## config.mk

```make
export PLATFORM = sky130hd
export DESIGN_NAME = config_chain_loader
export DESIGN_NICKNAME = d
export VERILOG_FILES = /design/src/rtl/config_chain_loader_pkg.sv /design/src/rtl/ccff_shift_chain.sv /design/src/rtl/config_chain_loader.sv
export SDC_FILE = /design/constraint.sdc
export NUM_CORES = 1
export LEC_CHECK = 0
export CORE_MARGIN = 1
export CORE_UTILIZATION = 30
export CTS_CLUSTER_SIZE = 10
export DETAILED_ROUTE_END_ITERATION = 12
export GPL_ROUTABILITY_DRIVEN = 1
export MAX_ROUTING_LAYER = met4
export SLEW_MARGIN = 10
export SYNTH_ARGS = -nofsm -noshare
export SYNTH_HDL_FRONTEND = slang
export SYNTH_SLANG_ARGS = --single-unit
```

## constraint.sdc

```tcl
create_clock -name prog_clk -period 3.9 [get_ports prog_clk]
set_input_delay 0.78 -clock prog_clk [delete_from_list [all_inputs] [get_ports prog_clk]]
set_output_delay 0.78 -clock prog_clk [all_outputs]
set_load 0.05 [all_outputs]
```

## src/rtl/config_chain_loader_pkg.sv

```systemverilog
// Shared types and defaults for the configuration chain loader.
package config_chain_loader_pkg;

   typedef enum logic [1:0] {
      S_IDLE  = 2'd0,
      S_LOAD  = 2'd1,
      S_SHIFT = 2'd2,
      S_DONE  = 2'd3
   } state_t;

   localparam int DEF_CHAIN_LEN = 32;
   localparam int DEF_WORD_W    = 8;

endpackage

```

## src/rtl/ccff_shift_chain.sv

```systemverilog
// Serial-in configuration chain. Bit 0 takes the serial input, each flop
// passes its value one position up per enabled clock, the top flop is the tail.
module ccff_shift_chain
   import config_chain_loader_pkg::*;
#(
   parameter int CHAIN_LEN = DEF_CHAIN_LEN
) (
   input  logic                 prog_clk,
   input  logic                 pReset_n,
   input  logic                 shift_en,
   input  logic                 serial_in,
   output logic [CHAIN_LEN-1:0] par_next,
   output logic                 tail
);

   logic [CHAIN_LEN-1:0] chain_q, chain_d;

   // Chain value after one shift; exported so the commit can include the bit shifted on the same edge.
   always_comb begin
      par_next = {chain_q[CHAIN_LEN-2:0], serial_in};
      chain_d  = shift_en ? par_next : chain_q;
   end

   // Chain flops.
   always_ff @(posedge prog_clk or negedge pReset_n) begin
      if (!pReset_n) chain_q <= '0;
      else           chain_q <= chain_d;
   end

   assign tail = chain_q[CHAIN_LEN-1];

endmodule

```

## src/rtl/config_chain_loader.sv

```systemverilog
// Word-to-serial configuration loader with atomic commit to a shadow register.
//
//  state | meaning
//  IDLE  | waiting for start, nothing loaded since reset
//  LOAD  | cfg_ready high, waiting for the next bitstream word
//  SHIFT | serializing the held word into the chain, one bit per clock
//  DONE  | chain committed to sram, waiting for the next start
module config_chain_loader
   import config_chain_loader_pkg::*;
#(
   parameter int CHAIN_LEN = DEF_CHAIN_LEN,
   parameter int WORD_W    = DEF_WORD_W
) (
   input  logic                 prog_clk,
   input  logic                 pReset_n,
   input  logic                 start,
   input  logic [WORD_W-1:0]    cfg_data,
   input  logic                 cfg_valid,
   output logic                 cfg_ready,
   output logic                 ccff_tail,
   output logic [CHAIN_LEN-1:0] sram,
   output logic                 config_busy,
   output logic                 config_done,
   output logic                 config_err
);

   localparam int CNT_W = $clog2(CHAIN_LEN + 1);
   localparam int WB_W  = $clog2(WORD_W + 1);
   localparam logic [CNT_W-1:0] LAST_BIT  = CNT_W'(CHAIN_LEN - 1);
   localparam logic [WB_W-1:0]  LAST_WBIT = WB_W'(WORD_W - 1);

   state_t               state_q, state_d;
   logic [CNT_W-1:0]     bit_cnt_q, bit_cnt_d;
   logic [WB_W-1:0]      word_bit_q, word_bit_d;
   logic [WORD_W-1:0]    word_q, word_d;
   logic [CHAIN_LEN-1:0] shadow_q, shadow_d;
   logic                 done_q, done_d;
   logic                 err_q, err_d;
   logic                 shift_en;
   logic [CHAIN_LEN-1:0] chain_next;

   ccff_shift_chain #(.CHAIN_LEN(CHAIN_LEN)) u_chain (
      .prog_clk  (prog_clk),
      .pReset_n  (pReset_n),
      .shift_en  (shift_en),
      .serial_in (word_q[0]),
      .par_next  (chain_next),
      .tail      (ccff_tail)
   );

   // Next-state, counters, word serializer and commit.
   always_comb begin
      state_d    = state_q;
      bit_cnt_d  = bit_cnt_q;
      word_bit_d = word_bit_q;
      word_d     = word_q;
      shadow_d   = shadow_q;
      done_d     = done_q;
      err_d      = err_q;
      shift_en   = 1'b0;
      case (state_q)
         S_IDLE, S_DONE: begin
            if (start) begin
               state_d   = S_LOAD;
               bit_cnt_d = '0;
               done_d    = 1'b0;
               err_d     = 1'b0;
            end else if (state_q == S_DONE) begin
               done_d = 1'b1;
            end
         end
         S_LOAD: begin
            if (start) err_d = 1'b1;
            if (cfg_valid) begin
               word_d     = cfg_data;
               word_bit_d = '0;
               state_d    = S_SHIFT;
            end
         end
         S_SHIFT: begin
            if (start) err_d = 1'b1;
            shift_en   = 1'b1;
            word_d     = word_q >> 1;
            bit_cnt_d  = bit_cnt_q + CNT_W'(1);
            word_bit_d = word_bit_q + WB_W'(1);
            // Last bit ends the load even mid-word; leftover word bits are dropped.
            if (bit_cnt_q == LAST_BIT) begin
               state_d  = S_DONE;
               shadow_d = chain_next;
            end else if (word_bit_q == LAST_WBIT) begin
               state_d = S_LOAD;
            end
         end
         default: state_d = S_IDLE;
      endcase
   end

   // State and datapath registers.
   always_ff @(posedge prog_clk or negedge pReset_n) begin
      if (!pReset_n) begin
         state_q    <= S_IDLE;
         bit_cnt_q  <= '0;
         word_bit_q <= '0;
         word_q     <= '0;
         shadow_q   <= '0;
         done_q     <= 1'b0;
         err_q      <= 1'b0;
      end else begin
         state_q    <= state_d;
         bit_cnt_q  <= bit_cnt_d;
         word_bit_q <= word_bit_d;
         word_q     <= word_d;
         shadow_q   <= shadow_d;
         done_q     <= done_d;
         err_q      <= err_d;
      end
   end

   assign cfg_ready   = (state_q == S_LOAD);
   assign config_busy = (state_q == S_LOAD) || (state_q == S_SHIFT);
   assign config_done = done_q;
   assign config_err  = err_q;
   assign sram        = shadow_q;

endmodule

```

### After elaboration in Yosys (flattened, before gate mapping)

Index checks and enable logic that the tools add are counted.

* register bits after elaboration: 86
* bits of input ports: 12
* logic and storage cells: 49

* add/subtract/negate cells: 2
* eq/ne operators: 9
* mux-type cells: 17
* reduce and logical (&&, ||, !) cells: 13

Operators with widths (count)
* $pmux W8 S2: 1
* $pmux W6 S2: 1
* $reduce_and A2 Y1: 5
* $mux W2: 4
* $mux W8: 1
* $pmux W4 S2: 1
* $add A6 B1 Y6 const B: 1
* $eq A6 B5 Y1 const B: 1
* $mux W6: 1
* $pmux W2 S3: 1
* $reduce_bool A2 Y1: 3
* $mux W1: 5
* $add A4 B1 Y4 const B: 1
* $eq A2 B2 Y1 const B: 2
* $eq A4 B3 Y1 const B: 1
* $mux W4: 1
* $ne A2 B2 Y1 const B: 2
* $reduce_or A2 Y1: 2
* $ne A3 B3 Y1 const B: 1
* $reduce_and A3 Y1: 1
* $eq A2 B1 Y1 const B: 1
* $logic_not A2 Y1: 1
* $ne A2 B1 Y1 const B: 1
* $pmux W1 S2: 1
* $logic_or A1 B1 Y1: 1

### Longest topological paths before layout

Gate-level depths: netlist (run 1).

* word-level depth: 4
* gate-level depth with buffers: 8

### Hierarchy

A second synthesis (run 1) with hierarchy kept.

* cell total of the unflattened synthesis: 249
* area, all modules: 3673.5 um^2

Modules (own cells, without submodules)
* config_chain_loader: times used 1, cells each 180, area each 2321.0 um^2, seq. area each 1351.3 um^2
* ccff_shift_chain: times used 1, cells each 69, area each 1352.5 um^2, seq. area each 800.8 um^2

### Worst setup path after synthesis (run 1)

No wires, ideal clock.

* path type: register to output
* start: reg state_q[0]
* end: out config_busy
* data arrival time: 1.142 ns
* required time: 3.120 ns
* path slack: 1.978 ns
* cell stages (with the launch flop): 4
* path through: dfrtp_1 > inv_1 > ha_1 > inv_1

* word-level cells in the longest chain between the ends: 2
* elaborated cells on any way between the ends: 3

Ends and longest elaborated chain
* from (decl): line config_chain_loader.sv:32 `state_t state_q, state_d;`
* from (signal assigned): line config_chain_loader.sv:109 `state_q <= state_d;`
* $eq A2 B1 Y1 / $eq A2 B2 Y1 (equally long branches): line config_chain_loader.sv:120 `assign config_busy = (state_q == S_LOAD) || (state_q == S_SHIFT);`
* $logic_or A1 B1 Y1 (*): line config_chain_loader.sv:120
* to (decl): line config_chain_loader.sv:22 `output logic config_busy,`

Mark *: on every way between the ends. The rest lies on a longest branch, timed or not.

### Worst setup path after layout (run 1)

* start: reg state_q[1]
* end: out cfg_ready

* word-level cells in the longest chain between the ends: 1

Ends and longest elaborated chain
* $eq A2 B1 Y1: line config_chain_loader.sv:119 `assign cfg_ready = (state_q == S_LOAD);`
* to (decl): line config_chain_loader.sv:19 `output logic cfg_ready,`

Every way passes these cells.

==> flow_summary.ini, run 1 <==
[power]
p_switching_uw = 809
p_leak_uw = 0.00202
p_sw_frac = 0.320
internal_power_uw = 1720
pwr-share-comb = 0.240
p_clk_frac = 0.325
seq_power_share = 0.436
ir_worst_vdd_uv = 207
p_per_area_nw_per_um2 = 567

[global_route]
grt_max_degree = 87
gr-usage-all-layers = 0.115
first_global_vias = 2201
grt-ovfl-total = 0
antenna_found_initial = 0
grt_pass1_wl_um = 11000

[timing]
fin_crit_sh = 0.749
drv_slew = 0
worst_pin_slew_ns = 1.08
rsz0062_at_grt = false
relSlewSlack = 0.278
clock_skew_ns = 0.00990
setup_tns_ns = 0
fin_crit_ns = 2.92
fmax_mhz = 342
finalHoldViolations = 0
setup_viol = 0

[logic_synthesis]
ys_warn_count = 0
syn_area_um2 = 3560
async_flop_share = 1.00
ys_types = 32
syn_nets = 263
syn_inst = 246
ys.flop_type = dfrtp_1
ys_seq_area_frac = 0.604
synth-seq-cells = 86
synth_edf_count = 0
syn_avg_cell_area_um2 = 14.5

[finish]
final_util = 0.387
regArea_um2 = 2150
n_antenna_cell = 0
multiInputGateArea_um2 = 1330
final_cell_mix = dfrtp_1, clkdlybuf4s50_1, mux2_2, mux2_4, o22ai_1
area_growth_pct = 25.2
layout_commonest_cell = dfrtp_1
fillers = 1102
layout.nets = 313
drive_gt1_frac = 0.292

[detailed_routing]
avgRoutedWirePerCell_um = 14.0
ant_nets = 0
via_per_inst = 4.68
drt_iter0_markers = 86
dr_total_vias = 2079
routed_wl_um = 6220
detail_route.first_pass.iterations = 8
drc = 6

[clock_network]
root_buffer = clkbuf_16
clk_path_buf_depth = 2
clkLatencyLatePin_ns = 0.33
cts_sinks = 86
cts_buffers = 9
cts_hold_buf = 0
cts.clk_slew.worst_paths_ns = 0.07
htreeDepth = 3
cts_setup_buffers = 0
cts_tree = yes
cts_resized = 0

[place]
dp_hpwl_um = 3800
place_congestion = 0.764
io_buffers = 48

[min_path]
hold_class = reg2reg
min_to = word_q[7]
min_from = word_q[7]
hold_path_depth = 2

[critical_path]
crit_slowest_cell = clkdlybuf4s50_1
crit_cells = 3
cp.required_ns = 3.12
r2r_cells = 6
critical_path.max_fanout = 13
path_buf_inv = 2
r2r_slack_ns = 1.87
r2r_end = sram[1]
critPathTopFamily = buffers and inverters
critPathKind = reg2out
start_kind = flop
worstReg2RegStart = state_q[0]
cp_data_arrival_time_ns = 2.14
cp-end-kind = primary output
path_cells = inv_1, ha_1, clkdlybuf4s50_1
critPathMaxStageDelay_ns = 0.89

[job]
maxCapViolations = 0

[floorplan]
start_util = 0.310
die_w_um = 111
num_rows = 39
io_pins = 49
die_h_um = 111
dieArea_um2 = 12300
core_um2 = 11500

[status]
violations = design-rule violations
status = finished, violations left
## kinds of logic after synthesis
logic type / Yosys count / share of synthesized area
flip-flops: 86 / 0.604
AND/OR/NAND/NOR: 29 / 0.0449
AO/OA/AOI/OAI: 40 / 0.0691
multiplexers: 69 / 0.238
XOR/XNOR: 1 / 0.00246
adder cells (fa/ha/maj): 5 / 0.0176
buffers and inverters: 16 / 0.0246
## layer usage
| layer | share of wire | vias up | track usage |
|---|---|---|---|
| met5 | 0 | - | - |
| met4 | 0.012 | 0 | 0.0438 |
| met3 | 0.031 | 6 | 0.0344 |
| met2 | 0.44 | 38 | 0.160 |
| met1 | 0.52 | 1039 | 0.157 |
| li1 | - | 996 | - |
## worst min-delay path, stage by stage, from the launching register on
cell	delay, ns
dfrtp_1	0.35
nand2_1	0.05
o21ai_0	0.06
## Yosys cell counts, drive strengths merged, types with 4 or more instances
library cell	count	area (um^2)
inv	5	18.8
ha	5	62.6
o21ai	8	40.0
buf	8	57.6
mux2	65	807
nand2	10	37.5
a21oi	11	55.1
o22ai	14	87.6
nand3	4	20.0
mux2i	4	40.0
dfrtp	86	2150
## final cells by class
class / instances / area share
sequential: 86 / 0.482
multi-input combinational: 144 / 0.298
timing repair buffer: 50 / 0.110
clock buffer: 10 / 0.0536
tap: 143 / 0.0401
clock inverter: 6 / 0.0118
inverter: 5 / 0.00421
## worst max-delay path by stage
| stage | from | to | slack, ns |
|---|---|---|---|
| after global routing | state_q[1] | cfg_ready | 0.87 |
| after global placement | state_q[1] | cfg_ready | 1.37 |
| after detailed placement | state_q[1] | cfg_ready | 1.33 |
| final | state_q[1] | cfg_ready | 0.98 |
| after floorplan | state_q[0] | config_busy | 1.98 |
| after CTS | state_q[1] | cfg_ready | 0.97 |
## registers in the layout, indices dropped and copies added, names as in the netlist
signal           count
bit_cnt_q            6
word_q               8
u_chain.chain_q     32
state_q              2
config_done          1
config_err           1
word_bit_q           4
sram                32
## power groups by stage
stage          Sequential (uW)  Combinational, uW  Clock, uW
5_1_grt                   1120                676        892
2_1_floorplan             1120                435          0
6_report                  1100                606        821
3_5_place_dp              1120                614          0
3_3_place_gp              1110                596          0
4_1_cts                   1100                616        855
## per-stage QoR
stage	instances	area (um^2)	worst slack, ns	power [uW]	hold slack, ns
5_1_grt	444	4460	0.875	2680	0.522
2_1_floorplan	246	3560	1.98	1560	0.451
6_report	444	4460	0.979	2530	0.500
3_5_place_dp	428	4170	1.33	1730	0.482
3_3_place_gp	428	4170	1.37	1710	0.481
4_1_cts	444	4460	0.969	2570	0.504
Power figures use the tool's default switching activity.
==> run 2: changes to the inputs <==
- clock period: 3.9 -> 2.6 ns (I/O delays scaled with it)
==> flow_summary.ini, run 2 (synthesized netlist as in run 1, its figures left out) <==
[status]
status = finished, violations left
violations = design-rule violations

[detailed_routing]
dr_total_vias = 2177
ant_nets = 0
routed_wl_um = 6330
via_per_inst = 4.88
avgRoutedWirePerCell_um = 14.2
detail_route.first_pass.iterations = 8
drt_iter0_markers = 77
drc = 6

[critical_path]
cp-end-kind = primary output
critPathTopFamily = buffers and inverters
path_cells = clkdlybuf4s50_1
critPathKind = reg2out
cp.required_ns = 2.08
crit_slowest_cell = clkdlybuf4s50_1
critical_path.max_fanout = 2
path_buf_inv = 1
start_kind = flop
critPathMaxStageDelay_ns = 0.82
cp_data_arrival_time_ns = 1.52

[floorplan]
dieArea_um2 = 12300
num_rows = 39
start_util = 0.310
die_w_um = 111
die_h_um = 111
core_um2 = 11500
io_pins = 49

[global_route]
antenna_found_initial = 0
grt_pass1_wl_um = 11000
gr-usage-all-layers = 0.116
first_global_vias = 2189
grt-ovfl-total = 0
grt_max_degree = 50

[clock_network]
clk_path_buf_depth = 2
clkLatencyLatePin_ns = 0.33
cts.clk_slew.worst_paths_ns = 0.06
cts_resized = 0
root_buffer = clkbuf_16
cts_buffers = 9
cts_setup_buffers = 0
htreeDepth = 3
cts_sinks = 86
cts_tree = yes
cts_hold_buf = 0

[place]
place_congestion = 0.744
dp_hpwl_um = 4000
io_buffers = 48
placed_cells = 430

[timing]
setup_tns_ns = 0
rsz0062_at_grt = false
whs_ns = 0.171
relSlewSlack = 0.629
setup_viol = 0
fmax_mhz = 490
fin_crit_ns = 2.04
fin_crit_sh = 0.785
finalHoldViolations = 0
clock_skew_ns = 0.00727
worst_pin_slew_ns = 0.550
drv_slew = 0

[power]
p_leak_uw = 0.00203
ir_worst_vdd_uv = 445
p_per_area_nw_per_um2 = 839

[finish]
drive_gt1_frac = 0.297
layout.nets = 315
n_antenna_cell = 0
finalNonFillerCells = 446
area_growth_pct = 25.7
final_cell_mix = dfrtp_1, clkdlybuf4s50_1, mux2_2, mux2_4, o22ai_1
layout_commonest_cell = dfrtp_1

[min_path]
hold_class = in2async

[job]
maxCapViolations = 0
-- run 2: cell types whose count changed in the layout (fill, tap and decap cells not counted), sizes merged --
cell           previous run  this run
buf                       3         7
clkinv                    1         2
clkdlybuf4s50            47        45
clkbuf                   10        12
inv                       8         6
clkinvlp                  2         1
-- run 2: area by class of cell --
cell class	count	area [um^2]
inverters	5	18.8
flip-flops and latches	86	2150
clock buffers	12	246
multi-input cells	144	1330
fillers	1101	7030
well taps	143	179
clock inverters	4	30.0
repair buffers	52	528
-- run 2: metal layers --
| layer | global-route usage | routed length, um | vias to the layer above |
|---|---|---|---|
| li1 | - | - | 1009 |
| met1 | 0.158 | 3210 | 1100 |
| met2 | 0.158 | 2710 | 55 |
| met3 | 0.0350 | 299 | 13 |
| met4 | 0.0539 | 103 | 0 |
| met5 | - | 0 | - |
-- run 2: worst paths after layout --
check	start	to	slack, ns	cells past startpoint
worst min register to register	word_q[7]	word_q[7]	0.49	2
worst min-delay path	pReset_n	sram[6]	0.17	1
max in group asynchronous	pReset_n	sram[25]	1.80	2
worst max register to register	state_q[0]	bit_cnt_q[3]	0.58	6
worst max-delay path	sram[29]	sram[29]	0.56	1
min in group prog_clk	word_q[7]	word_q[7]	0.49	2
-- run 2: per-stage QoR --
stage               instance area [um^2]  setup slack, ns  utilization  power, uW
finish                              4480            0.559        0.389       3760
global route                        4480            0.367        0.389       3980
CTS                                 4480            0.544        0.389       3810
detailed placement                  4210            0.412        0.365       2600
global placement                    4210            0.500        0.365       2570
floorplan                           3560            0.798            -       2330
-- run 2: worst reg2reg max path, stage by stage, from the launching register on --
cell,delay (ns)
dfrtp_1,0.40
inv_1,0.09
ha_2,0.18
buf_4,0.45
mux2i_1,0.28
or3_1,0.40
a21oi_1,0.14
-- run 2: power breakdown --
group | total [uW] | switching, uW | internal [uW] | leakage, uW
sequential | 1650 | 132 | 1520 | 0.00115
combinational | 913 | 541 | 372 | 0.000747
clock | 1190 | 516 | 678 | 0.000133
==> run 3: changes to the inputs <==
- clock period: 2.6 -> 2.1 ns (I/O delays scaled with it)
==> flow_summary.ini, run 3 (synthesized netlist as in run 1, its figures left out) <==
[place]
placed_cells = 434
place_area_um2 = 4260
io_buffers = 48
place_congestion = 0.740
dp_hpwl_um = 4250

[finish]
layout.nets = 320
area_growth_pct = 28.9
finalNonFillerCells = 451
final_cell_mix = dfrtp_1, clkdlybuf4s50_1, mux2_2, mux2_4, o22ai_1
drive_gt1_frac = 0.312
n_antenna_cell = 0
fillers = 1108
finalInstanceArea_um2 = 4590
layout_commonest_cell = dfrtp_1

[global_route]
grt-ovfl-total = 0
grt_max_degree = 45
first_global_vias = 2209
antenna_found_initial = 0
gr-usage-all-layers = 0.117
grt_pass1_wl_um = 11200

[floorplan]
die_h_um = 111
num_rows = 39
die_w_um = 111
core_um2 = 11500
start_util = 0.310
dieArea_um2 = 12300
io_pins = 49

[job]
maxCapViolations = 0

[detailed_routing]
drc = 6
dr_total_vias = 2138
via_per_inst = 4.74
ant_nets = 0
drt_iter0_markers = 78
routed_wl_um = 6410
avgRoutedWirePerCell_um = 14.2
detail_route.first_pass.iterations = 8

[critical_path]
critPathMaxStageDelay_ns = 0.82
crit_slowest_cell = clkdlybuf4s50_1
r2r_slack_ns = 0.30
path_cells = clkdlybuf4s50_1
cp-end-kind = primary output
cp-startpoint = sram[29]
start_kind = flop
critical_path.max_fanout = 2
worstSetupEndpoint = sram[29]
cp.required_ns = 1.68
path_buf_inv = 1
crit_cells = 1
cp_data_arrival_time_ns = 1.53
r2r_cells = 5
worstReg2RegStart = state_q[0]
r2r_end = u_chain.chain_q[26]
critPathKind = reg2out
critPathTopFamily = buffers and inverters

[timing]
relSlewSlack = 0.628
whs_ns = 0.486
worst_pin_slew_ns = 0.553
setup_viol = 0
setup_tns_ns = 0
finalHoldViolations = 0
fin_crit_ns = 1.95
fin_crit_sh = 0.929
fmax_mhz = 513
rsz0062_at_grt = false
drv_slew = 0
clock_skew_ns = 0.00626

[power]
p_switching_uw = 1510
seq_power_share = 0.410
internal_power_uw = 3480
p_clk_frac = 0.341
p_sw_frac = 0.303
ir_worst_vdd_uv = 478
pwr-share-comb = 0.249
p_leak_uw = 0.00209
p_per_area_nw_per_um2 = 1090

[clock_network]
cts_sinks = 86
cts_buffers = 9
clkLatencyLatePin_ns = 0.33
htreeDepth = 3
clk_path_buf_depth = 2
cts.clk_slew.worst_paths_ns = 0.06
cts_tree = yes
cts_resized = 0
cts_setup_buffers = 0
root_buffer = clkbuf_16

[min_path]
hold_class = reg2reg

[status]
status = finished, violations left
violations = design-rule violations
-- run 3: cell types whose count changed in the layout (fill, tap and decap cells not counted) --
cell / delta
buf_12: +2
buf_4: +2
bufinv_16: +2
clkbuf_1: -2
clkbuf_8: -1
clkinvlp_4: +1
dlygate4sd3_1: +1
-- run 3: layer usage --
metal | wire [um] | GRT usage | up-vias
met5 | 0 | - | -
met4 | 79 | 0.0466 | 0
met3 | 286 | 0.0306 | 7
met2 | 2820 | 0.166 | 47
met1 | 3220 | 0.159 | 1065
li1 | - | - | 1019
-- run 3: per-stage QoR --
stage          power [uW]   util  setup slack [ns]
2_1_floorplan        2890      -             0.298
3_3_place_gp         3300  0.370             0.289
3_5_place_dp         3330  0.370             0.266
4_1_cts              5050  0.399             0.139
5_1_grt              5260  0.399            0.0950
6_report             4990  0.399             0.149
-- run 3: power groups by stage --
| stage | Clock (uW) | Combinational [uW] | Sequential, uW |
|---|---|---|---|
| floorplan | 0 | 808 | 2080 |
| global placement | 0 | 1230 | 2070 |
| detailed placement | 0 | 1250 | 2080 |
| CTS | 1740 | 1260 | 2050 |
| global route | 1810 | 1360 | 2080 |
| finish | 1700 | 1240 | 2050 |
-- run 3: final cells by class --
cell class / count / area [um^2] / share of cell area
multi-input combinational: 144 / 1330 / 0.289
inverter: 5 / 18.8 / 0.00409
tap: 143 / 179 / 0.0390
clock buffer: 9 / 225 / 0.0490
timing repair buffer: 57 / 593 / 0.129
sequential: 86 / 2150 / 0.469
clock inverter: 7 / 97.6 / 0.0212
-- run 3: timing repair --
action                                 in CTS  in global routing
setup endpoints to repair                   0                  0
endpoints found under the hold margin      15                  0
hold buffers                                1                  0
-- run 3: worst min path at each step --
stage,from,to,slack [ns],cells after the start
3_5_place_dp,pReset_n,sram[4],0.30,1
4_1_cts,pReset_n,sram[4],0.50,2
5_1_grt,pReset_n,sram[4],0.51,2
3_3_place_gp,pReset_n,sram[4],0.30,1
2_1_floorplan,pReset_n,bit_cnt_q[0],0.12,0
6_report,word_q[7],word_q[7],0.49,2
-- run 3: worst reg2reg max path, cell delays in order (launching register included) --
cell     delay [ns]
dfrtp_1        0.40
inv_1          0.09
ha_2           0.18
buf_4          0.28
buf_4          0.35
mux2_2         0.38
